**src/rtl/serial_adder_if.sv**
```systemverilog
// Operand/result bundle for the bit-serial adder.
// master drives the request side (start, operands, carry-in),
// slave drives status and result (busy, done, sum, cout, overflow).
interface serial_adder_if #(
    parameter int WIDTH = 4
);
    logic             start;
    logic [WIDTH-1:0] a;
    logic [WIDTH-1:0] b;
    logic             cin;
    logic             busy;
    logic             done;
    logic [WIDTH-1:0] sum;
    logic             cout;
    logic             overflow;

    modport master (
        output start, a, b, cin,
        input  busy, done, sum, cout, overflow
    );

    modport slave (
        input  start, a, b, cin,
        output busy, done, sum, cout, overflow
    );
endinterface

```
**src/rtl/serial_adder.sv**
```systemverilog
// Bit-serial WIDTH-bit adder: one full-adder cell plus a carry flop, LSB first.
// Latency: start sampled in IDLE -> done pulse WIDTH+1 cycles later; one op per WIDTH+2 cycles.
// Backpressure: none; start is ignored while busy or done, results hold until the next op.
module serial_adder #(
    parameter int WIDTH = 4
) (
    input  logic          clk,
    input  logic          rst,
    serial_adder_if.slave bus
);
    localparam int CW = (WIDTH > 2) ? $clog2(WIDTH) : 1;

    typedef enum logic [1:0] {
        IDLE = 2'd0,
        RUN  = 2'd1,
        DONE = 2'd2
    } state_t;

    state_t           state_q;
    state_t           state_d;
    logic [WIDTH-1:0] a_sh_q;
    logic [WIDTH-1:0] b_sh_q;
    logic [WIDTH-1:0] psum_q;
    logic [WIDTH-1:0] psum_d;
    logic [WIDTH-1:0] sum_q;
    logic             c_q;
    logic             cout_q;
    logic             ovf_q;
    logic [CW-1:0]    cnt_q;
    logic             fa_s;
    logic             fa_c;
    logic             last_bit;

    // Single full-adder cell working on the current LSBs and the carry flop.
    assign fa_s     = a_sh_q[0] ^ b_sh_q[0] ^ c_q;
    assign fa_c     = (a_sh_q[0] & b_sh_q[0]) | (a_sh_q[0] & c_q) | (b_sh_q[0] & c_q);
    assign last_bit = (cnt_q == CW'(WIDTH - 1));
    // New sum bit enters at the MSB; after WIDTH shifts bit 0 lands in position 0.
    assign psum_d   = (psum_q >> 1) | ({{(WIDTH - 1){1'b0}}, fa_s} << (WIDTH - 1));

    assign bus.sum      = sum_q;
    assign bus.cout     = cout_q;
    assign bus.overflow = ovf_q;

    // State register.
    always_ff @(posedge clk or posedge rst) begin
        if (rst) begin
            state_q <= IDLE;
        end else begin
            state_q <= state_d;
        end
    end

    // Next-state logic and busy/done decode.
    always_comb begin
        state_d  = state_q;
        bus.busy = 1'b0;
        bus.done = 1'b0;
        case (state_q)
            IDLE: begin
                if (bus.start) begin
                    state_d = RUN;
                end
            end
            RUN: begin
                bus.busy = 1'b1;
                if (last_bit) begin
                    state_d = DONE;
                end
            end
            DONE: begin
                bus.done = 1'b1;
                state_d  = IDLE;
            end
            default: begin
                state_d = IDLE;
            end
        endcase
    end

    // Operand capture, serial shift datapath and result registers.
    always_ff @(posedge clk or posedge rst) begin
        if (rst) begin
            a_sh_q <= '0;
            b_sh_q <= '0;
            psum_q <= '0;
            sum_q  <= '0;
            c_q    <= 1'b0;
            cout_q <= 1'b0;
            ovf_q  <= 1'b0;
            cnt_q  <= '0;
        end else begin
            case (state_q)
                IDLE: begin
                    if (bus.start) begin
                        a_sh_q <= bus.a;
                        b_sh_q <= bus.b;
                        c_q    <= bus.cin;
                        cnt_q  <= '0;
                    end
                end
                RUN: begin
                    a_sh_q <= a_sh_q >> 1;
                    b_sh_q <= b_sh_q >> 1;
                    psum_q <= psum_d;
                    c_q    <= fa_c;
                    cnt_q  <= cnt_q + CW'(1);
                    if (last_bit) begin
                        // On the MSB cycle c_q is the carry into the MSB.
                        sum_q  <= psum_d;
                        cout_q <= fa_c;
                        ovf_q  <= c_q ^ fa_c;
                    end
                end
                default: begin
                end
            endcase
        end
    end
endmodule

```
**src/flat_wrapper.sv**
```systemverilog
// flat-port wrapper written by rule: the top's interface ports become plain ports
module serial_adder_flat 
#(
    parameter int WIDTH = 4
)
  (clk, rst, bus_start, bus_a, bus_b, bus_cin, bus_busy, bus_done, bus_sum, bus_cout, bus_overflow);
  serial_adder_if #(.WIDTH(WIDTH)) bus_i ();
  input  logic clk;
  input  logic rst;
  input wire logic [$bits(bus_i.start)-1:0] bus_start;
  input wire logic [$bits(bus_i.a)-1:0] bus_a;
  input wire logic [$bits(bus_i.b)-1:0] bus_b;
  input wire logic [$bits(bus_i.cin)-1:0] bus_cin;
  output wire logic [$bits(bus_i.busy)-1:0] bus_busy;
  output wire logic [$bits(bus_i.done)-1:0] bus_done;
  output wire logic [$bits(bus_i.sum)-1:0] bus_sum;
  output wire logic [$bits(bus_i.cout)-1:0] bus_cout;
  output wire logic [$bits(bus_i.overflow)-1:0] bus_overflow;
  assign bus_i.start = bus_start;
  assign bus_i.a = bus_a;
  assign bus_i.b = bus_b;
  assign bus_i.cin = bus_cin;
  assign bus_busy = bus_i.busy;
  assign bus_done = bus_i.done;
  assign bus_sum = bus_i.sum;
  assign bus_cout = bus_i.cout;
  assign bus_overflow = bus_i.overflow;
  serial_adder #(.WIDTH(WIDTH)) u_core (.clk(clk), .rst(rst), .bus(bus_i));
endmodule
```
**config.mk**
```make
export PLATFORM = sky130hd
export DESIGN_NAME = serial_adder_flat
export DESIGN_NICKNAME = d
export VERILOG_FILES = /design/src/rtl/serial_adder_if.sv /design/src/rtl/serial_adder.sv /design/src/flat_wrapper.sv
export SDC_FILE = /design/constraint.sdc
export NUM_CORES = 1
export LEC_CHECK = 0
export ABC_AREA = 0
export ABC_CLOCK_PERIOD_IN_PS = 1600
export CAP_MARGIN = 5
export CORE_UTILIZATION = 43
export DETAILED_ROUTE_END_ITERATION = 8
export HOLD_SLACK_MARGIN = 0.05
export PLACE_DENSITY = 0.7
export SYNTH_ARGS = -nofsm -noshare
export SYNTH_HDL_FRONTEND = slang
export SYNTH_SLANG_ARGS = --single-unit
```
**constraint.sdc**
```tcl
create_clock -name clk -period 1.6 [get_ports clk]
set_clock_uncertainty 0.1 [all_clocks]
set_input_delay 0.4 -clock clk [delete_from_list [all_inputs] [get_ports clk]]
set_output_delay 0.4 -clock clk [all_outputs]
set_load 0.02 [all_outputs]
```
==> impl_metrics.json, run 1 <==
{
  "rrSetupSlack_ps": 80,
  "dp_hpwl_mm": 1.300,
  "synth-seq-cells": 22,
  "tightest_slew_ps": 283.3,
  "clock_latency_ps": 310,
  "synth-xor-area-share_pct": 0.8526,
  "num_rows": 17,
  "status": "finished clean",
  "synth_compound_area_share_pct": 12.67,
  "cts_buffers": 3,
  "root_buffer": "clkbuf_4",
  "cp-start-kind": "register",
  "cp_cell_sequence": "and2b_2 > buf_6",
  "synthMuxAreaShare_pct": 10.84,
  "cellPowerDensity_nw_per_um2": 1980,
  "synthTopCellsByCount": "dfrtp_1 (22), mux2_2 (9), inv_1 (5)",
  "cp_top_family": "flip-flops",
  "cts_hold_buf": 0,
  "yosys.area_share.simple_pct": 13.40,
  "hold_viol_final": 0,
  "synth.distinct_cells": 27,
  "critPathMaxFanout": 4,
  "grt_start_max_net_pins": 23,
  "design_area_sq_um": 1344,
  "wire_per_inst_um": 14.24,
  "detail_route.iter0.violations": 4,
  "htree_levels": 1,
  "syn_to_final_growth_pct": 30.82,
  "cts_tree": "done",
  "post_layout_nonfiller_instances": 130,
  "track_usage_pct": 16.91,
  "finalSetupTns_ps": 0,
  "cp_slowest_stage_delay_ps": 460,
  "yosysMostFrequentCell": "dfrtp_1",
  "critPathBufInv": 1,
  "hold_path.class": "input pin to async pin",
  "die_h_um": 50.88,
  "wl_mm": 1.851,
  "slew_headroom_pct": 80.84,
  "avgSynthCellArea_sq_um": 14.27,
  "portBuffers": 19,
  "viasPerCell": 5.292,
  "nFillCells": 206,
  "yosysTopAreaCell": "dfrtp_1",
  "ir_drop_mv": 1.113,
  "vias": 688,
  "drc": 0,
  "ys.flop_type": "dfrtp_1",
  "ys_seq_area_share_pct": 53.59,
  "ys_top_cells_by_area": "dfrtp_1 (54%), mux2_2 (9.9%), o221a_2 (4.4%)",
  "num_io_pins": 20,
  "grt_pass1_wl_mm": 3.091,
  "fin_crit_sh_pct": 99.67,
  "ant_nets": 0,
  "grt_overflow": 0,
  "clkSinkCount": 22,
  "die-area_sq_um": 2588,
  "antenna_found_initial": 0,
  "fmax_ghz": 0.6271,
  "crit_path_end_kind": "output port",
  "clkTransAtPathRegs_ps": 120,
  "die_w_um": 50.88,
  "coreArea_sq_um": 2233,
  "nets": 117,
  "grt_pass1_vias": 696,
  "syn-cell-area_sq_um": 1027,
  "maxCapViolCount": 0,
  "critPathSlowestCell": "dfrtp_2",
  "syn_inst": 72,
  "gp_congestion": 0.7136,
  "arrival_ps": 1090,
  "ys.warnings.count": 0,
  "yosysTopAreaCellShare_pct": 53.59,
  "rsz0062_at_grt": "yes",
  "drive_above_1_share_pct": 38.24,
  "num_antenna_cells": 0,
  "drv_slew": 0,
  "start_util_pct": 45.99,
  "drtPass1Iterations": 4,
  "synth_fa_ha_area_share_pct": 3.167,
  "path_class": "register to output port",
  "place_area_sq_um": 1294,
  "p_leak_uw": 0.0006211,
  "period_needed_ps": 1595,
  "synth_top_family_by_area": "simple AND/OR/NAND/NOR gates",
  "clockBufferDepth": 2,
  "cp_data_required_time_ps": 1100,
  "syn_nets": 86,
  "async_flop_share_pct": 100.0,
  "synth_edf_count": 0,
  "finalSetupViolations": 0,
  "dp_cells": 125
}
-- per-layer routing --
layer / part of all wire (%) / vias up / GRT usage, % / wire length, um
met4: 1.8 / 0 / 8.333 / 34
met2: 46 / 17 / 28.22 / 853
met5: 0 / - / 0 / 0
met3: 3.1 / 4 / 2.679 / 57
met1: 49 / 336 / 21.33 / 905
li1: - / 331 / - / -
-- final cells by class --
class                           instances  area, sq um  share of cell area (%)
Clock buffer                            4        36.28                   2.700
Inverter                                6        25.02                   1.862
Multi-Input combinational cell         40        427.9                   31.84
Sequential cell                        22        551.8                   41.06
Tap cell                               28        35.03                   2.607
Timing Repair Buffer                   30        267.8                   19.93
-- cell families after synthesis --
group                    count (synthesis)
buffers and inverters                   10
AND/OR/NAND/NOR                         14
adder cells (fa/ha/maj)                  2
multiplexers                            10
XOR/XNOR                                 1
flip-flops                              22
AO/OA/AOI/OAI                           13
-- timing repair --
item,in CTS,in global routing
setup buffers,0,1
endpoints found under the setup margin,8,2
gates resized for setup,15,6
gates cloned,0,0
-- placed cells by master (no fill, tap or decap) --
cell,n
a211o_1,1
a21o_1,1
a21oi_1,1
a221oi_1,3
a22o_1,1
and2b_2,1
and4bb_2,2
buf_4,11
buf_6,2
clkbuf_4,3
clkbuf_8,1
clkdlybuf4s50_1,11
dfrtp_1,21
dfrtp_2,1
dlygate4sd2_1,6
fa_1,1
ha_1,1
inv_1,5
inv_4,1
mux2_2,9
mux2i_1,1
nand2b_4,1
nand3b_4,1
nor2_1,1
nor3b_1,1
nor4b_1,3
o21ba_2,1
o21bai_4,1
o221a_2,4
or4b_1,4
xor2_1,1
-- where the power goes --
group / internal, uW / total [uW] / switching (uW)
registers: 832 / 989 / 157
clock network: 139 / 305 / 167
logic: 752 / 1370 / 614
-- registers in the layout (all words and copies together), names as in the netlist --
signal               cells
u_core.c_q               1
u_core.psum_q            3
u_core.a_sh_q            4
u_core.b_sh_q            4
u_core.bus.sum           4
u_core.cnt_q             2
u_core.bus.cout          1
u_core.state_q           2
u_core.bus.overflow      1
-- stage by stage --
stage | util [%] | hold slack [ps] | total power (uW) | setup slack, ps
final | 60.17 | 318.1 | 2661 | 5.350
after global routing | 60.17 | 354.0 | 2839 | -35.91
after CTS | 58.88 | 322.3 | 2620 | -37.62
after detailed placement | 57.93 | 375.3 | 2388 | -193.9
after global placement | 57.93 | 368.1 | 2336 | -161.5
after floorplan | - | 289.2 | 1902 | 123.1
-- final timing paths --
check                                              start                         endpoint  cells past startpoint
min in group clk            u_core.a_sh_q[3]$_DFFE_PP0P_     u_core.a_sh_q[3]$_DFFE_PP0P_                      1
max in group asynchronous                            rst    u_core.state_q[0]$_DFFE_PP0P_                      3
max                        u_core.state_q[0]$_DFFE_PP0P_                         bus_done                      2
min reg2reg                 u_core.a_sh_q[3]$_DFFE_PP0P_     u_core.a_sh_q[3]$_DFFE_PP0P_                      1
min                                                  rst    u_core.state_q[1]$_DFFE_PP0P_                      3
max reg2reg                       u_core.c_q$_DFFE_PP0P_  u_core.bus.overflow$_DFFE_PP0P_                      3
-- tightest hold or removal path, cell delays in order --
cell	delay, ps
clkdlybuf4s50_1	400
inv_1	50
buf_4	270
(Power assumes the default switching activity.)
==> run 2: changes to the inputs <==
- MAX_ROUTING_LAYER: default -> met4
==> impl_metrics.json, run 2 (synthesis gave the netlist of run 1 again) <==
{
  "status": "finished clean",
  "ant_nets": 0,
  "seq_area_sq_um": 551.8,
  "antenna_found_initial": 0,
  "finalSetupViolations": 0,
  "fin_crit_sh_pct": 99.68,
  "cts_tree": "done",
  "wire_per_inst_um": 14.28,
  "gp_congestion": 0.7218,
  "drtPass1Iterations": 3,
  "cp_top_family": "flip-flops",
  "clkTransAtPathRegs_ps": 120,
  "detail_route.iter0.violations": 4,
  "grt_overflow": 0,
  "critPathMaxFanout": 4,
  "grt_pass1_wl_mm": 3.091,
  "arrival_ps": 1090,
  "critPathBufInv": 1,
  "htree_levels": 1,
  "slew_headroom_pct": 80.85,
  "grt_pass1_vias": 695,
  "drv_slew": 0,
  "drive_above_1_share_pct": 38.24,
  "layout_commonest_cell": "dfrtp_1",
  "hold_viol_final": 0,
  "ir_drop_mv": 1.113,
  "path_class": "register to output port",
  "cp-start-kind": "register",
  "nets": 117,
  "die_w_um": 50.88,
  "period_needed_ps": 1595,
  "cp_cell_sequence": "and2b_2 > buf_6",
  "die-area_sq_um": 2588,
  "clockBufferDepth": 2,
  "track_usage_pct": 17.38,
  "cp_data_required_time_ps": 1100,
  "critPathSlowestCell": "dfrtp_2",
  "num_io_pins": 20,
  "fmax_ghz": 0.6270,
  "dp_cells": 125,
  "num_rows": 17,
  "cts_buffers": 3,
  "die_h_um": 50.88,
  "vias": 687,
  "num_antenna_cells": 0,
  "grt_start_max_net_pins": 23,
  "maxCapViolCount": 0,
  "final_cell_mix": "dfrtp_1 (21), clkdlybuf4s50_1 (11), buf_4 (11)",
  "coreArea_sq_um": 2233,
  "root_buffer": "clkbuf_4",
  "portBuffers": 19,
  "cp_slowest_stage_delay_ps": 460,
  "wl_mm": 1.856,
  "cellPowerDensity_nw_per_um2": 1980,
  "p_leak_uw": 0.0006211,
  "dp_hpwl_mm": 1.300,
  "viasPerCell": 5.285,
  "clock_latency_ps": 310,
  "nFillCells": 206,
  "design_area_sq_um": 1344,
  "hold_path.class": "input pin to async pin",
  "start_util_pct": 45.99,
  "place_area_sq_um": 1294,
  "syn_to_final_growth_pct": 30.82,
  "drc": 0,
  "clkSinkCount": 22,
  "tightest_slew_ps": 283.3,
  "multiInputGateArea_sq_um": 427.9,
  "crit_path_end_kind": "output port",
  "post_layout_nonfiller_instances": 130,
  "rsz0062_at_grt": "yes"
}
[run 2: area by class of cell]
type	instances	share of cell area, %
multi-input cells	40	31.84
inverters	6	1.862
well taps	28	2.607
repair buffers	30	19.93
clock buffers	4	2.700
flip-flops and latches	22	41.06
[run 2: worst paths after layout]
kind / startpoint / endpoint / slack [ps] / cells past startpoint
worst min register to register: u_core.a_sh_q[3]$_DFFE_PP0P_ / u_core.a_sh_q[3]$_DFFE_PP0P_ / 400 / 1
worst max-delay path: u_core.state_q[0]$_DFFE_PP0P_ / bus_done / 5 / 2
min in group clk: u_core.a_sh_q[3]$_DFFE_PP0P_ / u_core.a_sh_q[3]$_DFFE_PP0P_ / 400 / 1
worst max register to register: u_core.c_q$_DFFE_PP0P_ / u_core.bus.overflow$_DFFE_PP0P_ / 80 / 3
worst min-delay path: rst / u_core.state_q[1]$_DFFE_PP0P_ / 320 / 3
max in group asynchronous: rst / u_core.state_q[0]$_DFFE_PP0P_ / 840 / 3
[run 2: stage by stage]
step	setup TNS (ps)	worst slack [ps]	hold WS, ps	power, uW	utilization, %
after floorplan	0	123.1	289.2	1902	-
after global placement	-1299	-161.5	368.1	2336	57.93
after detailed placement	-1541	-193.9	375.3	2388	57.93
after CTS	-41.97	-37.62	322.3	2620	58.88
after global routing	-47.69	-35.92	354.0	2839	60.17
final	0	5.169	318.4	2661	60.17
[run 2: where the power goes]
part	internal, uW	switching (uW)	total, uW
registers	832	157	989
logic	752	615	1370
clock network	139	167	305
[run 2: worst reg2reg max path: stages, from the launching register on]
cell and delay (ps):
dfrtp_1 430, fa_1 480, xor2_1 160, mux2_2 260
[run 2: timing repair]
item | 4_1_cts | 5_1_grt
resized for setup | 15 | 6
endpoints found under the setup margin | 8 | 2
buffers inserted | 0 | 1
hold buffers | 0 | 0
[run 2: routing by layer]
| layer | vias to the layer above | global-route usage [%] | part of all wire (%) |
|---|---|---|---|
| met5 | - | - | 0 |
| met4 | 0 | 8.333 | 2.0 |
| met3 | 4 | 2.679 | 3.0 |
| met2 | 17 | 28.22 | 46 |
| met1 | 335 | 21.33 | 49 |
| li1 | 331 | - | - |
==> run 3: changes to the inputs <==
- ABC_CLOCK_PERIOD_IN_PS: 1600 -> 1900
- clock period: 1.6 -> 1.9 ns (I/O delays scaled with it)
==> impl_metrics.json, run 3 (synthesis gave the netlist of run 1 again) <==
{
  "status": "finished clean",
  "vias": 645,
  "htree_levels": 1,
  "fmax_ghz": 0.5450,
  "cts_hold_buf": 0,
  "grt_most_used_layer": "met2",
  "fin_crit_sh_pct": 96.57,
  "crit_path_end_kind": "output port",
  "cts_tree": "done",
  "grt_pass1_vias": 645,
  "portBuffers": 19,
  "coreArea_sq_um": 2233,
  "finalSetupTns_ps": 0,
  "start_util_pct": 45.99,
  "arrival_ps": 1260,
  "hold_viol_final": 0,
  "layout_commonest_cell": "dfrtp_1",
  "clockBufferDepth": 2,
  "viasPerCell": 5.079,
  "power.total_uw": 2177,
  "critPathBufInv": 1,
  "num_rows": 17,
  "drtPass1Iterations": 4,
  "grt_start_max_net_pins": 23,
  "die-area_sq_um": 2588,
  "drive_above_1_share_pct": 33.33,
  "hold_path.class": "register to register",
  "holdWs_ps": 390.1,
  "use_met2_pct": 25.78,
  "grt_overflow": 0,
  "critPathSlowestCell": "clkdlybuf4s50_1",
  "drv_slew": 0,
  "detail_route.iter0.violations": 8,
  "num_antenna_cells": 0,
  "rsz0062_at_grt": "no",
  "post-route-util_pct": 58.60,
  "root_buffer": "clkbuf_4",
  "wire_per_inst_um": 13.24,
  "cp_cell_sequence": "clkdlybuf4s50_1",
  "finalSetupViolations": 0,
  "num_io_pins": 20,
  "cts_buffers": 3,
  "ir_drop_mv": 0.8504,
  "clock_latency_ps": 300,
  "die_w_um": 50.88,
  "nets": 114,
  "clkTransAtPathRegs_ps": 120,
  "drc": 0,
  "dp_hpwl_mm": 1.317,
  "use_met1_pct": 17.70,
  "maxCapViolCount": 0,
  "slew_headroom_pct": 80.61,
  "cp-start-kind": "register",
  "tightest_slew_ps": 286.8,
  "wl_mm": 1.681,
  "path_class": "register to output port",
  "antenna_found_initial": 0,
  "dp_slack_ps": 41.51,
  "gp_congestion": 0.6991,
  "layout_setup_ws_ps": 65.23,
  "die_h_um": 50.88,
  "track_usage_pct": 15.24,
  "cp_data_required_time_ps": 1320,
  "cp_slowest_stage_delay_ps": 600,
  "ant_nets": 0,
  "syn_to_final_growth_pct": 27.41,
  "clkSinkCount": 22,
  "cp_top_family": "buffers and inverters",
  "period_needed_ps": 1835,
  "critPathMaxFanout": 2,
  "cellPowerDensity_nw_per_um2": 1663,
  "grt_pass1_wl_mm": 2.753,
  "globalRouteMet3Util_pct": 2.679,
  "p_leak_uw": 0.0005948,
  "final_cell_mix": "dfrtp_1 (22), clkdlybuf4s50_1 (17), mux2_2 (9)"
}
-- run 3: cell count changes in the layout (fill, tap and decap cells not counted), sizes merged --
cell           before  now
buf                13    8
clkbuf              4    5
clkdlybuf4s50      11   17
dlygate4sd2         6    1
-- run 3: worst paths after layout --
| path | start | end | slack, ps | depth (start not counted) |
|---|---|---|---|---|
| worst max-delay path | u_core.bus.sum[3]$_DFFE_PP0P_ | bus_sum[3] | 70 | 1 |
| worst min-delay path | u_core.a_sh_q[3]$_DFFE_PP0P_ | u_core.a_sh_q[3]$_DFFE_PP0P_ | 390 | 1 |
| worst max register to register | u_core.c_q$_DFFE_PP0P_ | u_core.bus.overflow$_DFFE_PP0P_ | 350 | 3 |
| worst min register to register | u_core.a_sh_q[3]$_DFFE_PP0P_ | u_core.a_sh_q[3]$_DFFE_PP0P_ | 390 | 1 |
| max in group asynchronous | rst | u_core.cnt_q[0]$_DFFE_PP0P_ | 1090 | 3 |
| min in group asynchronous | rst | u_core.b_sh_q[0]$_DFFE_PP0P_ | 400 | 3 |
-- run 3: repair_timing --
item	4_1_cts	5_1_grt
buffers inserted	0	0
gates resized for setup	3	1
setup endpoints to repair	2	1
-- run 3: cell type report --
class	instances	area (sq um)
clock buffers	4	36.28
well taps	28	35.03
fillers	202	924.6
repair buffers	27	244.0
inverters	6	22.52
flip-flops and latches	22	550.5
multi-input cells	40	420.4
-- run 3: report_power, final --
| part | leakage (uW) | switching (uW) | internal [uW] |
|---|---|---|---|
| logic | 0.000311 | 476 | 617 |
| registers | 0.000263 | 136 | 699 |
| clock network | 0.0000210 | 132 | 117 |
| total | 0.000595 | 744 | 1430 |
-- run 3: routing by layer --
layer,vias up,wire length [um]
met2,15,851
met1,306,752
met5,-,0
li1,322,-
met4,0,14
met3,2,63
-- run 3: stage by stage --
stage	area, sq um	instances
final	1309	127
after global routing	1309	127
after CTS	1314	127
after detailed placement	1279	123
after global placement	1279	123
after floorplan	1027	72
